==> src/rtl/ls_ctrl_pkg.sv <==
// Shared CPU definitions: word/tag types, load/store opcodes and small opcode helpers
// used by the load/store controller and its consumers.
package ls_ctrl_pkg;

  typedef logic [31:0] word_t;
  typedef logic [4:0]  regtag_t;

  localparam regtag_t UNLOCKED = 5'd0;

  typedef enum logic [3:0] {
    LB  = 4'h0,
    LH  = 4'h1,
    LW  = 4'h2,
    LBU = 4'h4,
    LHU = 4'h5,
    SB  = 4'h8,
    SH  = 4'h9,
    SW  = 4'hA
  } sinst_t;

  typedef enum logic [2:0] {
    S_IDLE,
    S_ADDR,
    S_ACCESS,
    S_DRAIN,
    S_DONE
  } ls_state_t;

  function automatic logic is_store(input sinst_t op);
    return (op == SB) || (op == SH) || (op == SW);
  endfunction

  // Index of the final byte of the access (byte count minus one).
  function automatic logic [1:0] last_byte(input sinst_t op);
    case (op)
      LB, LBU, SB: last_byte = 2'd0;
      LH, LHU, SH: last_byte = 2'd1;
      default:     last_byte = 2'd3;
    endcase
  endfunction

  function automatic logic is_misaligned(input sinst_t op, input word_t addr);
    case (op)
      LH, LHU, SH: is_misaligned = addr[0];
      LW, SW:      is_misaligned = (addr[1:0] != 2'b00);
      default:     is_misaligned = 1'b0;
    endcase
  endfunction

endpackage

==> src/rtl/ls_ctrl_extend.sv <==
// Load result extension: sign/zero-extends the assembled little-endian bytes per opcode.
module ls_extend
  import ls_ctrl_pkg::*;
(
  input  sinst_t op,
  input  word_t  raw,
  output word_t  data
);

  always_comb begin
    data = '0;
    case (op)
      LB:      data = {{24{raw[7]}}, raw[7:0]};
      LH:      data = {{16{raw[15]}}, raw[15:0]};
      LW:      data = raw;
      LBU:     data = {24'b0, raw[7:0]};
      LHU:     data = {16'b0, raw[15:0]};
      default: data = '0;
    endcase
  end

endmodule

==> src/rtl/ls_ctrl.sv <==
// Load/store controller: serialises LB..SW onto a byte-wide memory port shared with fetch.
// Define LS_MISALIGN_CHECK_EN to trap misaligned halfword/word accesses via the misalign port.
module ls_ctrl
  import ls_ctrl_pkg::*;
(
  input  logic       clk,
  input  logic       rst,
  input  logic       rdy,
  input  logic       rs_busy,
  input  sinst_t     rs_op,
  input  word_t      rs_offset,
  input  word_t      rs_datax,
  input  word_t      rs_datay,
  input  regtag_t    rs_tagx,
  input  regtag_t    rs_tagy,
  input  regtag_t    rs_tagw,
  output logic       busy_ls,
  output logic       en_ls,
  output word_t      ls_data,
  output regtag_t    ls_tag,
  input  logic       if_req,
  input  word_t      if_addr,
  output logic       if_gnt,
  output word_t      mem_a,
  output logic [7:0] mem_dout,
  input  logic [7:0] mem_din,
  output logic       mem_wr
`ifdef LS_MISALIGN_CHECK_EN
  ,
  output logic       misalign
`endif
);

  ls_state_t  r_state;
  sinst_t     r_op;
  regtag_t    r_tagw;
  word_t      r_sdata;
  word_t      r_addr;
  word_t      r_raw;
  logic [1:0] r_k;
  logic [1:0] r_pend_k;
  logic       r_pend;
  logic       r_en_ls;
  word_t      r_ls_data;
  regtag_t    r_ls_tag;
`ifdef LS_MISALIGN_CHECK_EN
  logic       r_mis;
`endif

  logic       w_accept;
  logic       w_take;
  logic       w_store;
  logic [1:0] w_last;
  word_t      w_raw;
  word_t      w_ext;

  assign w_accept = rs_busy && (rs_tagx == UNLOCKED) &&
                    (!is_store(rs_op) || (rs_tagy == UNLOCKED));
  assign w_take   = rdy && (r_state == S_IDLE) && w_accept;
  assign w_store  = is_store(r_op);
  assign w_last   = last_byte(r_op);

  // A read issued last cycle lands on mem_din now; merge it so DRAIN can finish in one cycle.
  always_comb begin
    w_raw = r_raw;
    if (r_pend) w_raw[{r_pend_k, 3'b000} +: 8] = mem_din;
  end

  ls_extend u_extend (
    .op   (r_op),
    .raw  (w_raw),
    .data (w_ext)
  );

  always_ff @(posedge clk) begin
    if (w_take) begin
      r_op    <= rs_op;
      r_tagw  <= rs_tagw;
      r_sdata <= rs_datay;
      r_addr  <= rs_datax + rs_offset;
    end
    if (rdy && (r_state == S_ACCESS)) r_pend_k <= r_k;
    r_raw <= w_raw;
  end

  always_ff @(posedge clk or negedge rst) begin
    if (!rst) begin
      r_state   <= S_IDLE;
      r_k       <= '0;
      r_pend    <= 1'b0;
      r_en_ls   <= 1'b0;
      r_ls_data <= '0;
      r_ls_tag  <= UNLOCKED;
`ifdef LS_MISALIGN_CHECK_EN
      r_mis     <= 1'b0;
`endif
    end else begin
      // An in-flight read always completes, even while frozen.
      r_pend <= 1'b0;
      if (rdy) begin
        case (r_state)
          S_IDLE: begin
            if (w_accept) r_state <= S_ADDR;
          end
          S_ADDR: begin
            r_k     <= '0;
            r_state <= S_ACCESS;
`ifdef LS_MISALIGN_CHECK_EN
            if (is_misaligned(r_op, r_addr)) begin
              r_state   <= S_DONE;
              r_en_ls   <= 1'b1;
              r_ls_data <= '0;
              r_ls_tag  <= r_tagw;
              r_mis     <= 1'b1;
            end
`endif
          end
          S_ACCESS: begin
            r_pend <= !w_store;
            if (r_k == w_last) begin
              if (w_store) begin
                r_state   <= S_DONE;
                r_en_ls   <= 1'b1;
                r_ls_data <= '0;
                r_ls_tag  <= r_tagw;
              end else begin
                r_state <= S_DRAIN;
              end
            end else begin
              r_k <= r_k + 2'd1;
            end
          end
          S_DRAIN: begin
            r_state   <= S_DONE;
            r_en_ls   <= 1'b1;
            r_ls_data <= w_ext;
            r_ls_tag  <= r_tagw;
          end
          S_DONE: begin
            r_state <= S_IDLE;
            r_en_ls <= 1'b0;
`ifdef LS_MISALIGN_CHECK_EN
            r_mis   <= 1'b0;
`endif
          end
          default: r_state <= S_IDLE;
        endcase
      end
    end
  end

  assign busy_ls = (r_state != S_IDLE);
  assign en_ls   = r_en_ls && rdy;
  assign ls_data = r_ls_data;
  assign ls_tag  = r_ls_tag;
`ifdef LS_MISALIGN_CHECK_EN
  assign misalign = r_mis && en_ls;
`endif

  // Fetch may borrow the port only while the unit has not started touching memory.
  always_comb begin
    if_gnt   = 1'b0;
    mem_a    = '0;
    mem_dout = '0;
    mem_wr   = 1'b0;
    if (rst && rdy) begin
      if (((r_state == S_IDLE) || (r_state == S_ADDR)) && if_req) begin
        if_gnt = 1'b1;
        mem_a  = if_addr;
      end else if (r_state == S_ACCESS) begin
        mem_a = r_addr + {30'b0, r_k};
        if (w_store) begin
          mem_wr   = 1'b1;
          mem_dout = r_sdata[{r_k, 3'b000} +: 8];
        end
      end
    end
  end

endmodule

==> config.mk <==
export PLATFORM = sky130hd
export DESIGN_NAME = ls_ctrl
export DESIGN_NICKNAME = d
export VERILOG_FILES = /design/src/rtl/ls_ctrl_pkg.sv /design/src/rtl/ls_ctrl_extend.sv /design/src/rtl/ls_ctrl.sv
export SDC_FILE = /design/constraint.sdc
export NUM_CORES = 1
export LEC_CHECK = 0
export ABC_CLOCK_PERIOD_IN_PS = 8500
export CELL_PAD_IN_SITES_DETAIL_PLACEMENT = 0
export CELL_PAD_IN_SITES_GLOBAL_PLACEMENT = 1
export CORE_ASPECT_RATIO = 1.5
export CORE_UTILIZATION = 33
export CTS_CLUSTER_DIAMETER = 120
export DETAILED_ROUTE_END_ITERATION = 8
export PLACE_DENSITY_LB_ADDON = 0.1
export SYNTH_ARGS = -nofsm -noshare
export SYNTH_HDL_FRONTEND = slang
export SYNTH_HIERARCHICAL = 1
export SYNTH_SLANG_ARGS = --single-unit
==> constraint.sdc <==
create_clock -name clk -period 8.5 [get_ports clk]
set_input_delay 1.7 -clock clk [delete_from_list [all_inputs] [get_ports clk]]
set_output_delay 1.7 -clock clk [all_outputs]
set_load 0.02 [all_outputs]
== After elaboration in Yosys (flattened, before gate mapping) ==
Cells that the tools add are included.
W data, S select, Z words.
Word-level totals
  register bits after elaboration: 151
  output and inout bits: 81
Cells by class
  eq/ne operators: 19
  shift operators: 3
  mux-type cells: 34
  $add $sub $neg: 4
  reductions and logical operators: 30
Operators by type and width (count)
  $mux W32: 6
  $pmux W32 S5: 1
  $pmux W32 S2: 1
  $add A32 B2 Y32: 1
  $add A32 B32 Y32: 1
  $bwmux W32: 1
  $mux W8: 4
  $shift A8 B7 Y32 const A: 1
  $shiftx A32 B6 Y8: 1
  $shiftx A8 B7 Y32: 1
  $eq A4 B4 Y1 const B: 6
  $pmux W3 S4: 1
  $logic_not A5 Y1: 2
  $mux W1: 10
  $mux W5: 2
  $pmux W5 S2: 1
  $mux W3: 3
  $eq A4 B3 Y1 const B: 2
  $logic_and A1 B1 Y1: 8
  $pmux W2 S2: 2
  $reduce_and A4 Y1: 2
  $neg A5 Y7: 1
  $eq A3 B2 Y1 const B: 2
  $logic_or A1 B1 Y1: 6
  other kinds (17): 24

== Logic depth before layout (Yosys ltp) ==
Gate-level depths: netlist of run 1.
  depth after elaboration: 8
  depth in mapped cells: 10

== Modules after synthesis ==
Netlist of run 1, hierarchy kept.
Modules (own cells, without submodules)
  ls_ctrl: cells an instance 704, area an instance 7837.5 um^2, instances 1, seq. area each 3993.8 um^2
  ls_extend: cells an instance 44, area an instance 354.1 um^2, instances 1, seq. area each 0.0 um^2

== Least setup slack after synthesis of run 1 ==
OpenSTA, ideal clock, no wires.
  path kind: input to register
  from: in rs_tagy[0]
  to: reg r_addr[0], enable pin
  library setup time: 0.684 ns
  data arrival time: 9.434 ns
  stages on the path: 4
  slack: -1.618 ns
  buffers on the path: 0
  cells stage by stage: or4_1 > o2111ai_1 > nand4b_1 > nor4_1
On the way
  word-level cells in the longest chain between the ends: 4
RTL lines
  from (decl): line ls_ctrl.sv:15  | input regtag_t rs_tagy,
  $logic_not A5 Y1: line ls_ctrl.sv:58  | (!is_store(rs_op) || (rs_tagy == UNLOCKED));
  $logic_or A1 B1 Y1: line ls_ctrl.sv:58
  $logic_and A1 B1 Y1: line ls_ctrl.sv:57  | assign w_accept = rs_busy && (rs_tagx == UNLOCKED) &&
  $logic_and A1 B1 Y1: line ls_ctrl.sv:59  | assign w_take = rdy && (r_state == S_IDLE) && w_accept;
  named net w_take: line ls_ctrl.sv:51  | logic w_take;
  to (signal assigned): line ls_ctrl.sv:80  | r_addr <= rs_datax + rs_offset;
  to (decl): line ls_ctrl.sv:38  | word_t r_addr;
The timed path passes the listed nets, and every way through them passes these cells.
A chain may end at the register's enable or synchronous reset.

== Final worst setup path of run 1 ==
  from: in rdy
  to: out mem_dout[5]
On the way
  word-level cells in the longest chain between the ends: 2
RTL lines
  from (decl): line ls_ctrl.sv:8  | input logic rdy,
  $logic_and A1 B1 Y1: line ls_ctrl.sv:166  | if (rst && rdy) begin
  $mux W8: line ls_ctrl.sv:166
  to (decl): line ls_ctrl.sv:25  | output logic [7:0] mem_dout,
Every way passes these cells.

==> flow_summary_export.csv, run 1 <==
group,metric,value,unit
grt,track_usage,0.194,
finish,final_util,0.475,
clock_tree,cts_buffers,17,
finish,antenna_cells,0,
logic_synthesis,yosysTopAreaCellShare,0.275,
clock_tree,clk_pin_slew,0.06,ns
place,place_hpwl,18.6,mm
sta,post-route-period-util,0.742,
route,drc,0,
place,gp_congestion,0.805,
worst_setup_path,path_class,"primary input to output pin",
sta,timing.final.setup_violations,0,
route,wl_per_cell,18.0,µm
worst_setup_path,crit_chain,"clkdlybuf4s50_1 > nor2b_1 > nand2_1 > nor2_1 > nand2_1 > buf_4 > or2_1 > nor2b_1 > clkdlybuf4s50_1",
logic_synthesis,yosys_warnings,6,
logic_synthesis,synth.area.mux_share,0.0301,
route,drt-initial-drc-count,247,
job,drv_cap,0,
worst_setup_path,critPathRequiredTime,6.80,ns
worst_setup_path,start_kind,"primary input",
clock_tree,clock_latency,0.43,ns
worst_setup_path,crit_slowest_cell,"clkdlybuf4s50_1",
logic_synthesis,synth_flop_cell,"edfxtp_1",
logic_synthesis,syn_avg_cell_area,11.0,µm²
sta,slew_headroom,0.276,
die,die_h,195,µm
finish,syn_to_final_growth,41.3,%
worst_setup_path,critPathArrivalTime,4.61,ns
sta,grt_setup_unrepaired,"no",
logic_synthesis,netlist_top_cells_count,"nand2_1 (80), edfxtp_1 (75), a22o_1 (66)",
logic_synthesis,synth_top_area_cell,"edfxtp_1",
die,die_area,25500,µm²
die,row_count,70,
sta,clock_skew,0.00680,ns
route,firstDrtPassIters,4,
route,vias,6682,
grt,antenna_found_initial,0,
logic_synthesis,synth.most_common_cell,"nand2_1",
logic_synthesis,synth_simple_gate_area_frac,0.128,
clock_tree,clock_path_buffers,2,
route,route.met2.wl,14.0,mm
power,ir_drop,0.120,mV
place,io_buffers,240,
min_path,hold_class,"flop to flop",
logic_synthesis,synth_fa_ha_area_frac,0.0629,
clock_tree,cts_setup_buffers,0,
logic_synthesis,syn_area,8190,µm²
sta,fin_crit,6.31,ns
logic_synthesis,synth-edff-count,75,
clock_tree,cts_tree,"built",
sta,worst_slew_pin_slew,1.09,ns
finish,drive_gt1_frac,0.0631,
sta,finalMaxSlewViolations,0,
route,totalWireLength,23.8,mm
die,pin_count,241,
worst_setup_path,max_stage_delay,0.62,ns
logic_synthesis,synth_seq_cells,151,
route,avgViaCountPerCell,5.05,
clock_tree,hold_buffers,0,
logic_synthesis,synth_xor_area_frac,0.0652,
finish,num-fill-cells,2373,
sta,max_freq,159,MHz
finish,fin_nets,1186,
grt,grt_pass1_wl,36.5,mm
logic_synthesis,synthTopCellsByArea,"edfxtp_1 (27%), dfrtp_1 (13%), dfxtp_1 (7.8%)",
sta,hold_viol_final,0,
die,start_util,0.336,
logic_synthesis,async_flop_share,0.291,
sta,layout_setup_ws,2.19,ns
clock_tree,post_cts_resize_count,0,
finish,final_area,11600,µm²
logic_synthesis,synth_compound_area_frac,0.203,
place,placed_cell_area,11000,µm²
power,p_leak,4.57,nW
grt,grt_pass1_vias,6957,
route,wl_met3,748,µm
route,drtAntennaViolNets,0,
worst_setup_path,end_kind,"output pin",
run_status,status,"complete, no violations",
logic_synthesis,syn_inst,748,
clock_tree,h-tree-depth,4,
grt,overflow,0,
route,met1_length,8.54,mm
clock_tree,clk_root_buffer_cell,"clkbuf_16",
worst_setup_path,crit_fanout,31,
clock_tree,cts_sinks,151,
power,powerDensity,190,nW/µm²
logic_synthesis,synth_top_family_by_area,"compound AO/OA/AOI/OAI gates",
sta,tns,0,ns
sta,hold_ws,0.456,ns
route,top_layer_used,"met4",
logic_synthesis,synth_nets,948,
die,core_area,24300,µm²
die,die_w,131,µm
logic_synthesis,yosysSeqAreaShare,0.488,
logic_synthesis,yosysUniqueCellTypes,64,
grt,grt_max_degree,40,
place,place_ws,2.15,ns
-- sequential cells by signal, summed over array words and instances, names as in the netlist --
register,flops
ls_data,32
r_addr,32
r_raw,32
r_sdata,32
ls_tag,5
r_tagw,5
r_op,4
r_state,3
r_k,2
r_pend_k,2
r_en_ls,1
r_pend,1
-- cell families after synthesis --
family	after synthesis
buffers and inverters	46
DFF	151
and+or+nand+nor	204
xor gates and xnor gates	61
AOI/OAI and AO/OA	232
muxes	14
adders and majority gates	40
-- stage by stage --
step	total power, mW	instances
detailed placement	1.46	1291
floorplan	1.22	748
global route	2.31	1323
finish	2.21	1323
global placement	1.46	1291
CTS	2.24	1323
-- report_power, final --
| group | leakage (nW) | switching, mW | internal [mW] |
|---|---|---|---|
| clock | 0.298 | 0.285 | 0.477 |
| combinational | 2.73 | 0.268 | 0.289 |
| sequential | 1.54 | 0.0478 | 0.838 |
| total | 4.57 | 0.601 | 1.60 |
-- cells in the final DEF (no fill, tap or decap), types with 11 or more instances in the layout --
master             n
ha_1              38
clkdlybuf4s50_1  239
xnor2_1           32
nand2_1           80
a22o_1            66
o21ai_0           26
a21oi_1           35
o21ai_1           20
dfxtp_1           32
and2_1            14
nor3_1            12
clkbuf_16         18
nand3_1           17
xor2_1            29
nor2b_1           13
inv_1             14
buf_4             11
nor2_1            19
dfrtp_1           44
edfxtp_1          75
a21o_1            38
-- path summary, 6_finish.rpt --
check / from / to / slack [ns] / cells past startpoint
worst max-delay path: rdy / mem_dout[5] / 2.19 / 9
worst min-delay path: r_tagw[1] / ls_tag[1] / 0.46 / 1
worst max register to register: r_pend_k[0] / ls_data[30] / 4.95 / 9
worst min register to register: r_tagw[1] / ls_tag[1] / 0.46 / 1
max in group asynchronous: rst / ls_data[29] / 6.57 / 2
min in group asynchronous: rst / r_k[0] / 1.14 / 1
-- area by class of cell --
class                      count  area, µm²  area share
multi-input combinational    551       4050       0.349
sequential                   151       3990       0.345
timing repair buffer         251       2480       0.214
clock buffer                  26        514      0.0444
tap                          324        405      0.0350
clock inverter                 6       86.3     0.00746
inverter                      14       52.6     0.00454
-- metal layers --
layer  GRT usage  vias up
li1            -     3300
met1       0.189     3201
met2       0.389      155
met3      0.0333       26
met4      0.0685        0
met5           0        -
-- critical path: cells and delay by family --
kind                   cells  cell delay, ns
AND/OR/NAND/NOR            6            1.43
buffers and inverters      3            1.45
Note: power is estimated with default switching activity, not from simulation.
==> run 2: changes to the inputs <==
--- a/config.mk
+++ b/config.mk
@@ -5,7 +5,7 @@
 export SDC_FILE = /design/constraint.sdc
 export NUM_CORES = 1
 export LEC_CHECK = 0
-export ABC_CLOCK_PERIOD_IN_PS = 8500
+export ABC_CLOCK_PERIOD_IN_PS = 5300
 export CELL_PAD_IN_SITES_DETAIL_PLACEMENT = 0
 export CELL_PAD_IN_SITES_GLOBAL_PLACEMENT = 1
 export CORE_ASPECT_RATIO = 1.5
==> constraint.sdc (replaced) <==
create_clock -name clk -period 5.3 [get_ports clk]
set_input_delay 1.06 -clock clk [delete_from_list [all_inputs] [get_ports clk]]
set_output_delay 1.06 -clock clk [all_outputs]
set_load 0.02 [all_outputs]
==> run 2 against run 1 <==
Non-clock buffer count grew 2; design area increased by 0.26%; clock power up 61%; sequential power is 58% higher; highest routed layer unchanged; clock-buffer cell count unchanged.
==> flow_summary_export.csv, run 2 (synthesis results as in run 1) <==
group,metric,value,unit
die,start_util,0.336,
power,p_leak,4.58,nW
sta,slew_headroom,0.276,
sta,grt_setup_unrepaired,"no",
route,vias,6724,
finish,layout_common_cells,"clkdlybuf4s50_1 (239), nand2_1 (80), edfxtp_1 (75)",
clock_tree,clk_root_buffer_cell,"clkbuf_16",
grt,overflow,0,
finish,syn_to_final_growth,41.7,%
clock_tree,cts_sinks,151,
place,placed_cell_area,11000,µm²
place,place_inst,1293,
place,place_hpwl,18.9,mm
finish,final_util,0.477,
worst_setup_path,critPathArrivalTime,3.78,ns
sta,fin_crit,4.84,ns
place,gp_congestion,0.821,
die,pin_count,241,
die,die_area,25500,µm²
route,avgViaCountPerCell,5.07,
sta,clock_skew,0.00811,ns
worst_setup_path,end_kind,"output pin",
route,drt-initial-drc-count,230,
finish,num-fill-cells,2345,
place,place_ws,0.446,ns
clock_tree,cts_buffers,17,
die,row_count,70,
route,wl_per_cell,18.2,µm
job,drv_cap,0,
finish,drive_gt1_frac,0.0669,
worst_setup_path,critPathRequiredTime,4.24,ns
worst_setup_path,timing.rr.start,"r_pend_k[0]",
clock_tree,clk_pin_slew,0.06,ns
sta,post-route-period-util,0.914,
min_path,holdPathStages,1,
worst_setup_path,crit_fanout,23,
worst_setup_path,start_kind,"primary input",
grt,grt_pass1_wl,37.0,mm
clock_tree,h-tree-depth,4,
finish,final_common_cell,"clkdlybuf4s50_1",
grt,antenna_found_initial,1,
worst_setup_path,reg2reg_depth,9,
place,io_buffers,240,
sta,finalMaxSlewViolations,0,
min_path,min_from,"r_tagw[4]",
route,drtAntennaViolNets,0,
grt,grt_pass1_vias,6973,
clock_tree,post_cts_resize_count,0,
clock_tree,clock_path_buffers,2,
route,firstDrtPassIters,5,
route,totalWireLength,24.1,mm
sta,hold_ws,0.450,ns
die,die_h,195,µm
finish,final_area,11600,µm²
power,ir_drop,0.167,mV
sta,tns,0,ns
sta,hold_viol_final,0,
run_status,status,"complete, no violations",
grt,grt_max_degree,65,
power,powerDensity,306,nW/µm²
finish,fin_nets,1188,
clock_tree,hold_buffers,0,
worst_setup_path,crit_path_start,"rdy",
sta,timing.final.setup_violations,0,
min_path,hold_class,"flop to flop",
power,p_total,3.55,mW
worst_setup_path,path_class,"primary input to output pin",
sta,layout_setup_ws,0.457,ns
clock_tree,cts_tree,"built",
clock_tree,cts_setup_buffers,0,
sta,worst_slew_pin_slew,1.09,ns
grt,track_usage,0.195,
route,drc,0,
clock_tree,clock_latency,0.43,ns
die,core_area,24300,µm²
finish,final_cells,1326,
die,die_w,131,µm
sta,max_freq,206,MHz
-- run 2: cell types whose count changed in the layout (fill, tap and decap cells not counted), sizes merged --
cell / previous run / this run
clkinv: 1 / 4
diode: 0 / 1
clkinvlp: 0 / 1
bufinv: 2 / 0
inv: 17 / 15
buf: 12 / 14
-- run 2: metal layers --
layer | GRT usage | vias up | share of wire
met1 | 0.188 | 3215 | 0.35
met5 | 0 | - | 0
met3 | 0.0281 | 41 | 0.031
li1 | - | 3300 | -
met2 | 0.389 | 168 | 0.58
met4 | 0.0903 | 0 | 0.035
-- run 2: critical path, cell delays in order --
cell and delay [ns]:
clkdlybuf4s50_1 0.58, nor2b_1 0.28, nand2_1 0.14, nor2_1 0.16
nand2_1 0.27, buf_4 0.33, a211oi_1 0.24, a21o_1 0.12
clkdlybuf4s50_1 0.59
-- run 2: worst paths after layout --
check	slack (ns)	end
min in group asynchronous	0.55	r_state[2]
max in group asynchronous	3.99	ls_data[19]
setup reg to reg	1.69	ls_data[29]
hold / removal	0.45	ls_tag[4]
setup / recovery	0.46	mem_a[27]
hold reg to reg	0.45	ls_tag[4]
-- run 2: final cells by class --
type / instances / area (µm²) / area share
Inverter: 14 / 52.6 / 0.00453
Clock buffer: 26 / 566 / 0.0487
Timing Repair Buffer: 253 / 2490 / 0.215
Sequential cell: 151 / 3990 / 0.344
Antenna cell: 1 / 2.50 / 0.000216
Clock inverter: 6 / 47.5 / 0.00410
Tap cell: 324 / 405 / 0.0349
Multi-Input combinational cell: 551 / 4050 / 0.348
-- run 2: report_power, final --
| part | internal, mW | switching, mW | leakage [nW] |
|---|---|---|---|
| registers | 1.34 | 0.0569 | 1.54 |
| logic | 0.470 | 0.457 | 2.74 |
| clock network | 0.742 | 0.485 | 0.301 |
==> patch 1 (flow settings as in run 2) <==
Register the input `rs_offset` before use. The logic sees it one clock later. The other inputs are not delayed to match.
--- a/src/rtl/ls_ctrl.sv
+++ b/src/rtl/ls_ctrl.sv
@@ -30,6 +30,12 @@
   output logic       misalign
 `endif
 );
+
+  word_t rs_offset_q;
+
+  always_ff @(posedge clk) begin
+    rs_offset_q <= rs_offset;
+  end
 
   ls_state_t  r_state;
   sinst_t     r_op;
@@ -77,7 +83,7 @@
       r_op    <= rs_op;
       r_tagw  <= rs_tagw;
       r_sdata <= rs_datay;
-      r_addr  <= rs_datax + rs_offset;
+      r_addr  <= rs_datax + rs_offset_q;
     end
     if (rdy && (r_state == S_ACCESS)) r_pend_k <= r_k;
     r_raw <= w_raw;
Behaviour: not the same (Yosys sat finds a counterexample within 4 cycles, from zero or initial values and one cycle with rst low).
==> patch 1 against run 2 <==
Wire length grew 7.5%; combinational power is essentially flat; count of clock-buffer cells in the layout shrank 8; cell area grew 8.5%; hold slack gained 0.023 ns; sequential cell count grew 32; worst setup slack gained 0.31 ns; global-route usage shrank 0.77 points; area after synthesis grew 12%; sequential power grew 17%; total power grew 9.2%; critical path type is now flop to output port; critical endpoint is now mem_a[31]; largest cell class is now sequential cells; largest power group unchanged.
==> patch 1: results (changes against run 2) <==
The run finished with clean final reports. The most instantiated flip-flop cell in the synthesis netlist is sky130_fd_sc_hd__edfxtp_1. The tools report the largest clock skew in the final design as 0.0120 ns (+0.00393 ns). The number of DRC markers after the initial detailed-route iteration was 271 (+18%). Adder-cell share of the synthesized area: 0.0562 (-0.00668).

The clock network latency to the later pin of the worst-skew pair was 0.44 ns; the share of layout cells above drive strength 1 was 0.0793 (+0.0123). For this design, the slowest cell found on the critical path is sky130_fd_sc_hd__clkdlybuf4s50_1. The maximum fanout along the worst path is 6 (-74%), and the maximum number of pins on one net before global-route repair is 70 (+7.7%). The count of input and output buffers came out at 240 (unchanged).

The complex-gate fraction of the synthesized area was 0.177 (-0.0268); the number of antenna violations at the first check in global routing was 2 (+1). The buffer type at the clock tree root was sky130_fd_sc_hd__clkbuf_16. The H-tree depth came out at 4 (unchanged). The proportion of register bits with asynchronous set or reset after synthesis came out at 0.240 (-0.0510). The global routing met2 resource utilization is 0.367 (-0.0226). The run gives 0.211 mV (+27%) as the worst ir drop on vdd. The setup slack at placement is 0.813 ns (+0.367 ns), and the count of fill cells added during filler insertion is 2688 (+15%).

The number of enable flip-flop cells after synthesis works out to 75 (unchanged). The stage delay of the slowest cell on the critical path is 0.55 ns (-0.04 ns). The run gives 0.820 (-0.16%) as the final weighted congestion of routability-driven global placement. The worst min-delay path category was flop to flop. The final net count was 1297 (+9.2%); the share of cell area taken by muxes after synthesis was 0.0269 (-0.00320). The length of the first detailed-routing pass in iterations is 4 (-1), and the clock slew seen by the registers of the worst setup and hold paths is 0.07 ns.

Ranked by total cell area, the synthesized netlist is headed by sky130_fd_sc_hd__edfxtp_1 (25%), sky130_fd_sc_hd__dfxtp_1 (14%), sky130_fd_sc_hd__dfrtp_1 (12%). The buffers inserted during post-CTS setup optimization is 0 (unchanged). Ranked by instance count, the synthesized netlist is headed by sky130_fd_sc_hd__nand2_1 (143), sky130_fd_sc_hd__edfxtp_1 (75), sky130_fd_sc_hd__o21ai_0 (71). The count of unique library cells instantiated by Yosys is 76 (+19%), and the leakage dissipation is 4.88 nW (+6.5%).

The utilization after layout is 0.463 (-0.0141), and the post-synthesis share of cell area spent on xor and xnor gates is 0.0583 (-0.00693). The placed standard-cell area is 12000 µm² (+9.0%). The slew at the pin closest to its max-slew limit works out to 1.03 ns (-0.0598 ns). Sequential cell area fraction in the yosys report: 0.506 (+0.0181).

The logs give 0.191 (+0.00325) for the met1 routing resource usage after global routing and 1058 (+12%) for the net count of the mapped netlist. The global-route wire length before repair came out at 40400 µm (+9.2%). The total detailed-routing wirelength came out at 25900 µm (+7.5%). The number of global-route vias before repair was 7495 (+7.5%). For the number of buffers on the longest clock path, the log shows 2 (unchanged). The met3 global-route usage was 0.0392 (+0.0111); the total track usage was 0.187 (-0.00766).

The logs give 3.47 ns (-0.31 ns) for the data arrival time of the critical path and 0 (unchanged) for the number of gates given a new drive strength after cts. Estimated wirelength of the detail-placed design: 20300 µm (+7.1%). The vias after detailed routing came out at 7191 (+6.9%).
## patch 1: cell types whose count changed in the layout (fill, tap and decap cells not counted), sizes merged, moves of 7 or more
| cell | before | now |
|---|---|---|
| nand3 | 17 | 28 |
| nor2 | 20 | 27 |
| a22o | 66 | 34 |
| o21ai | 46 | 79 |
| dfxtp | 32 | 64 |
| a21oi | 36 | 29 |
| nor3 | 13 | 4 |
| clkbuf | 26 | 18 |
| nand2 | 81 | 144 |
## patch 1: metrics by stage
stage          std cells  hold WS [ns]
2_1_floorplan        858         0.441
4_1_cts             1452         0.473
3_5_place_dp        1420         0.458
5_1_grt             1452         0.477
6_report            1455         0.473
3_3_place_gp        1420         0.456
## patch 1: worst paths after layout
check	startpoint	end	slack (ns)	depth (start not counted)
max	r_addr[1]$_DFFE_PP_	mem_a[31]	0.77	9
min	r_raw[6]$_DFF_P_	r_raw[6]$_DFF_P_	0.47	1
max reg2reg	r_pend_k[0]$_DFFE_PP_	ls_data[16]$_DFFE_PN0P_	1.53	10
min reg2reg	r_raw[6]$_DFF_P_	r_raw[6]$_DFF_P_	0.47	1
max in group asynchronous	rst	ls_tag[1]$_DFFE_PN0P_	4.01	2
min in group asynchronous	rst	r_k[1]$_DFFE_PN0P_	0.50	1
## patch 1: final cells by class
type                       instances  share of cell area
antenna                            3            0.000596
clock buffer                      18              0.0358
clock inverter                    14              0.0122
inverter                          13             0.00387
multi-input combinational        631               0.348
sequential                       183               0.368
tap                              342              0.0340
timing repair buffer             251               0.198
## patch 1: power breakdown
group / leakage [nW] / internal, mW / switching, mW
combinational: 2.77 / 0.462 / 0.469
sequential: 1.81 / 1.59 / 0.0540
clock: 0.295 / 0.698 / 0.607
## patch 1: worst max-delay path: cells and delay by family, from the launching register on
kind,cells,cell delay [ns]
and+or+nand+nor,4,1.16
buffers and inverters,1,0.55
DFF,1,0.43
xor gates and xnor gates,1,0.41
adders and majority gates,1,0.30
AOI/OAI and AO/OA,2,0.17
## patch 1: metal layers
layer / vias to the layer above / routed length (µm) / share of wire
met1: 3363 / 9180 / 0.35
met4: 4 / 630 / 0.024
met5: - / 31 / 0.0012
met3: 35 / 1280 / 0.050
met2: 199 / 14800 / 0.57
li1: 3590 / - / -
## patch 1: cells by family after synthesis
logic type      Yosys count
flops                   183
mux                      14
xor+xnor                 61
buf+inv                  44
compound gates          234
simple gates            282
fa+ha+maj                40
==> patch 2 (config.mk and constraints of run 2) <==
Made on the original files. Build with the macro `LS_MISALIGN_CHECK_EN` defined.
--- a/src/rtl/ls_ctrl.sv
+++ b/src/rtl/ls_ctrl.sv
@@ -1,5 +1,7 @@
 // Load/store controller: serialises LB..SW onto a byte-wide memory port shared with fetch.
 // Define LS_MISALIGN_CHECK_EN to trap misaligned halfword/word accesses via the misalign port.
+`define LS_MISALIGN_CHECK_EN
+
 module ls_ctrl
   import ls_ctrl_pkg::*;
 (
Function (old outputs only; new: misalign): changed (a bounded check fails within 4 cycles, from zero or initial values and one cycle with rst low).
==> patch 2 against run 2 <==
Sequential share of layout area fell by 1.1 points; wire length rose by 3.5%; worst setup slack improved by 0.055 ns; clock skew fell by 0.0020 ns; combinational power rose by 55%; sequential cell count rose by 1; cell area rose by 4.0%; fmax rose by 1.1%; area after synthesis rose by 5.5%; highest routed layer unchanged; critical path type is now flop to output port; total power rose by 20%; first-iteration DRC count rose by 17%; hold slack improved by 0.028 ns.
==> patch 2: results (changes against run 2) <==
The flow ran to the end, and the final reports show no timing, DRC or antenna violations. Placed standard-cell area: 11500 µm² (+4.3%). The proportion of register bits with asynchronous set or reset after synthesis is 0.296 (+0.00466). Net count of the mapped netlist: 1040 (+9.7%). By count the netlist is led by sky130_fd_sc_hd__nand2_1 (105), sky130_fd_sc_hd__edfxtp_1 (75), sky130_fd_sc_hd__inv_1 (54), sky130_fd_sc_hd__o21ai_0 (54), sky130_fd_sc_hd__dfrtp_1 (45).

The share of the cycle needed by the critical path after routing was 0.903 (-0.0103); the final net count was 1283 (+8.0%). The run gives 0.384 (-0.00539) as the global routing met2 resource utilization. The worst hold margin is 0.478 ns (+0.0280 ns). The number of placed instances, taps included was 1397 (+8.0%); the count of unique library cells instantiated by Yosys was 63 (-1.6%). The maximum fanout along the worst path came out at 14 (-39%). Length of routed wiring on met1: 8900 µm (+5.0%). The logs give 0.00615 ns (-0.00196 ns) for the largest clock skew in the final design and 0.189 (-0.00578) for the total track usage. The logs give 0.185 (-0.00340) for the met1 routing resource usage after global routing and 3 (+2) for the number of antenna violations at the first check in global routing. Yosys attributes the largest share of cell area to sky130_fd_sc_hd__edfxtp_1 (26%), sky130_fd_sc_hd__dfrtp_1 (13%), sky130_fd_sc_hd__dfxtp_1 (7.4%). The critical path starts at r_k[1]$_DFFE_PN0P_. The run gives 44 (-32%) as the maximum number of pins on one net before global-route repair.

The endpoint identified for the worst register-to-register timing path is ls_data[31]$_DFFE_PN0P_. The run gives 2516 (+7.3%) as the count of fill cells added during filler insertion. The number of DRC markers after the initial detailed-route iteration is 268 (+17%), and the estimated wirelength of the detail-placed design is 20000 µm (+5.7%). The global-route wire length before repair is 38400 µm (+4.0%). The length of routed met3 wiring is 709 µm (-6.2%), and the cell depth of the worst flop-to-flop path is 11 (+2).
## patch 2: changes by cell type in the layout (fill, tap and decap cells not counted), sizes merged, moves of 6 or more
cell      before  now
a22o          66   35
and3           9   15
clkinvlp       1    7
o21ai         46   54
mux2i          1   32
clkbuf        26   17
nand2         81  106
inv           15   57
nor2          20   32
nor2b         13    3
a21o          38   30
## patch 2: layout make-up
| type | instances | area share |
|---|---|---|
| antenna | 3 | 0.000622 |
| clock buffer | 17 | 0.0352 |
| clock inverter | 15 | 0.0146 |
| inverter | 54 | 0.0168 |
| multi-input combinational | 602 | 0.356 |
| sequential | 152 | 0.333 |
| tap | 333 | 0.0345 |
| timing repair buffer | 256 | 0.210 |
## patch 2: cell families (layout without fill, tap and decap cells)
family                     after synthesis  in the layout  share of synthesized area
xor gates and xnor gates                59             59                     0.0598
adders and majority gates               40             40                     0.0597
DFF                                    152            152                      0.465
buffers and inverters                   86            342                     0.0401
AOI/OAI and AO/OA                      214            214                      0.170
muxes                                   46             46                     0.0657
other                                    0              3                          0
and+or+nand+nor                        243            243                      0.139
## patch 2: critical path, delay by kind of cell, from the launching register on
family | cells | cell delay, ns
fa+ha+maj | 1 | 0.42
buf+inv | 1 | 0.54
simple gates | 4 | 1.33
flops | 1 | 0.65
compound gates | 2 | 0.37
## patch 2: power groups by stage
| stage | Sequential, mW | Clock, mW | Combinational, mW |
|---|---|---|---|
| floorplan | 1.72 | 0 | 0.676 |
| global placement | 1.61 | 0 | 1.46 |
| detailed placement | 1.62 | 0 | 1.46 |
| CTS | 1.59 | 1.27 | 1.47 |
| global route | 1.62 | 1.31 | 1.57 |
| finish | 1.59 | 1.23 | 1.44 |
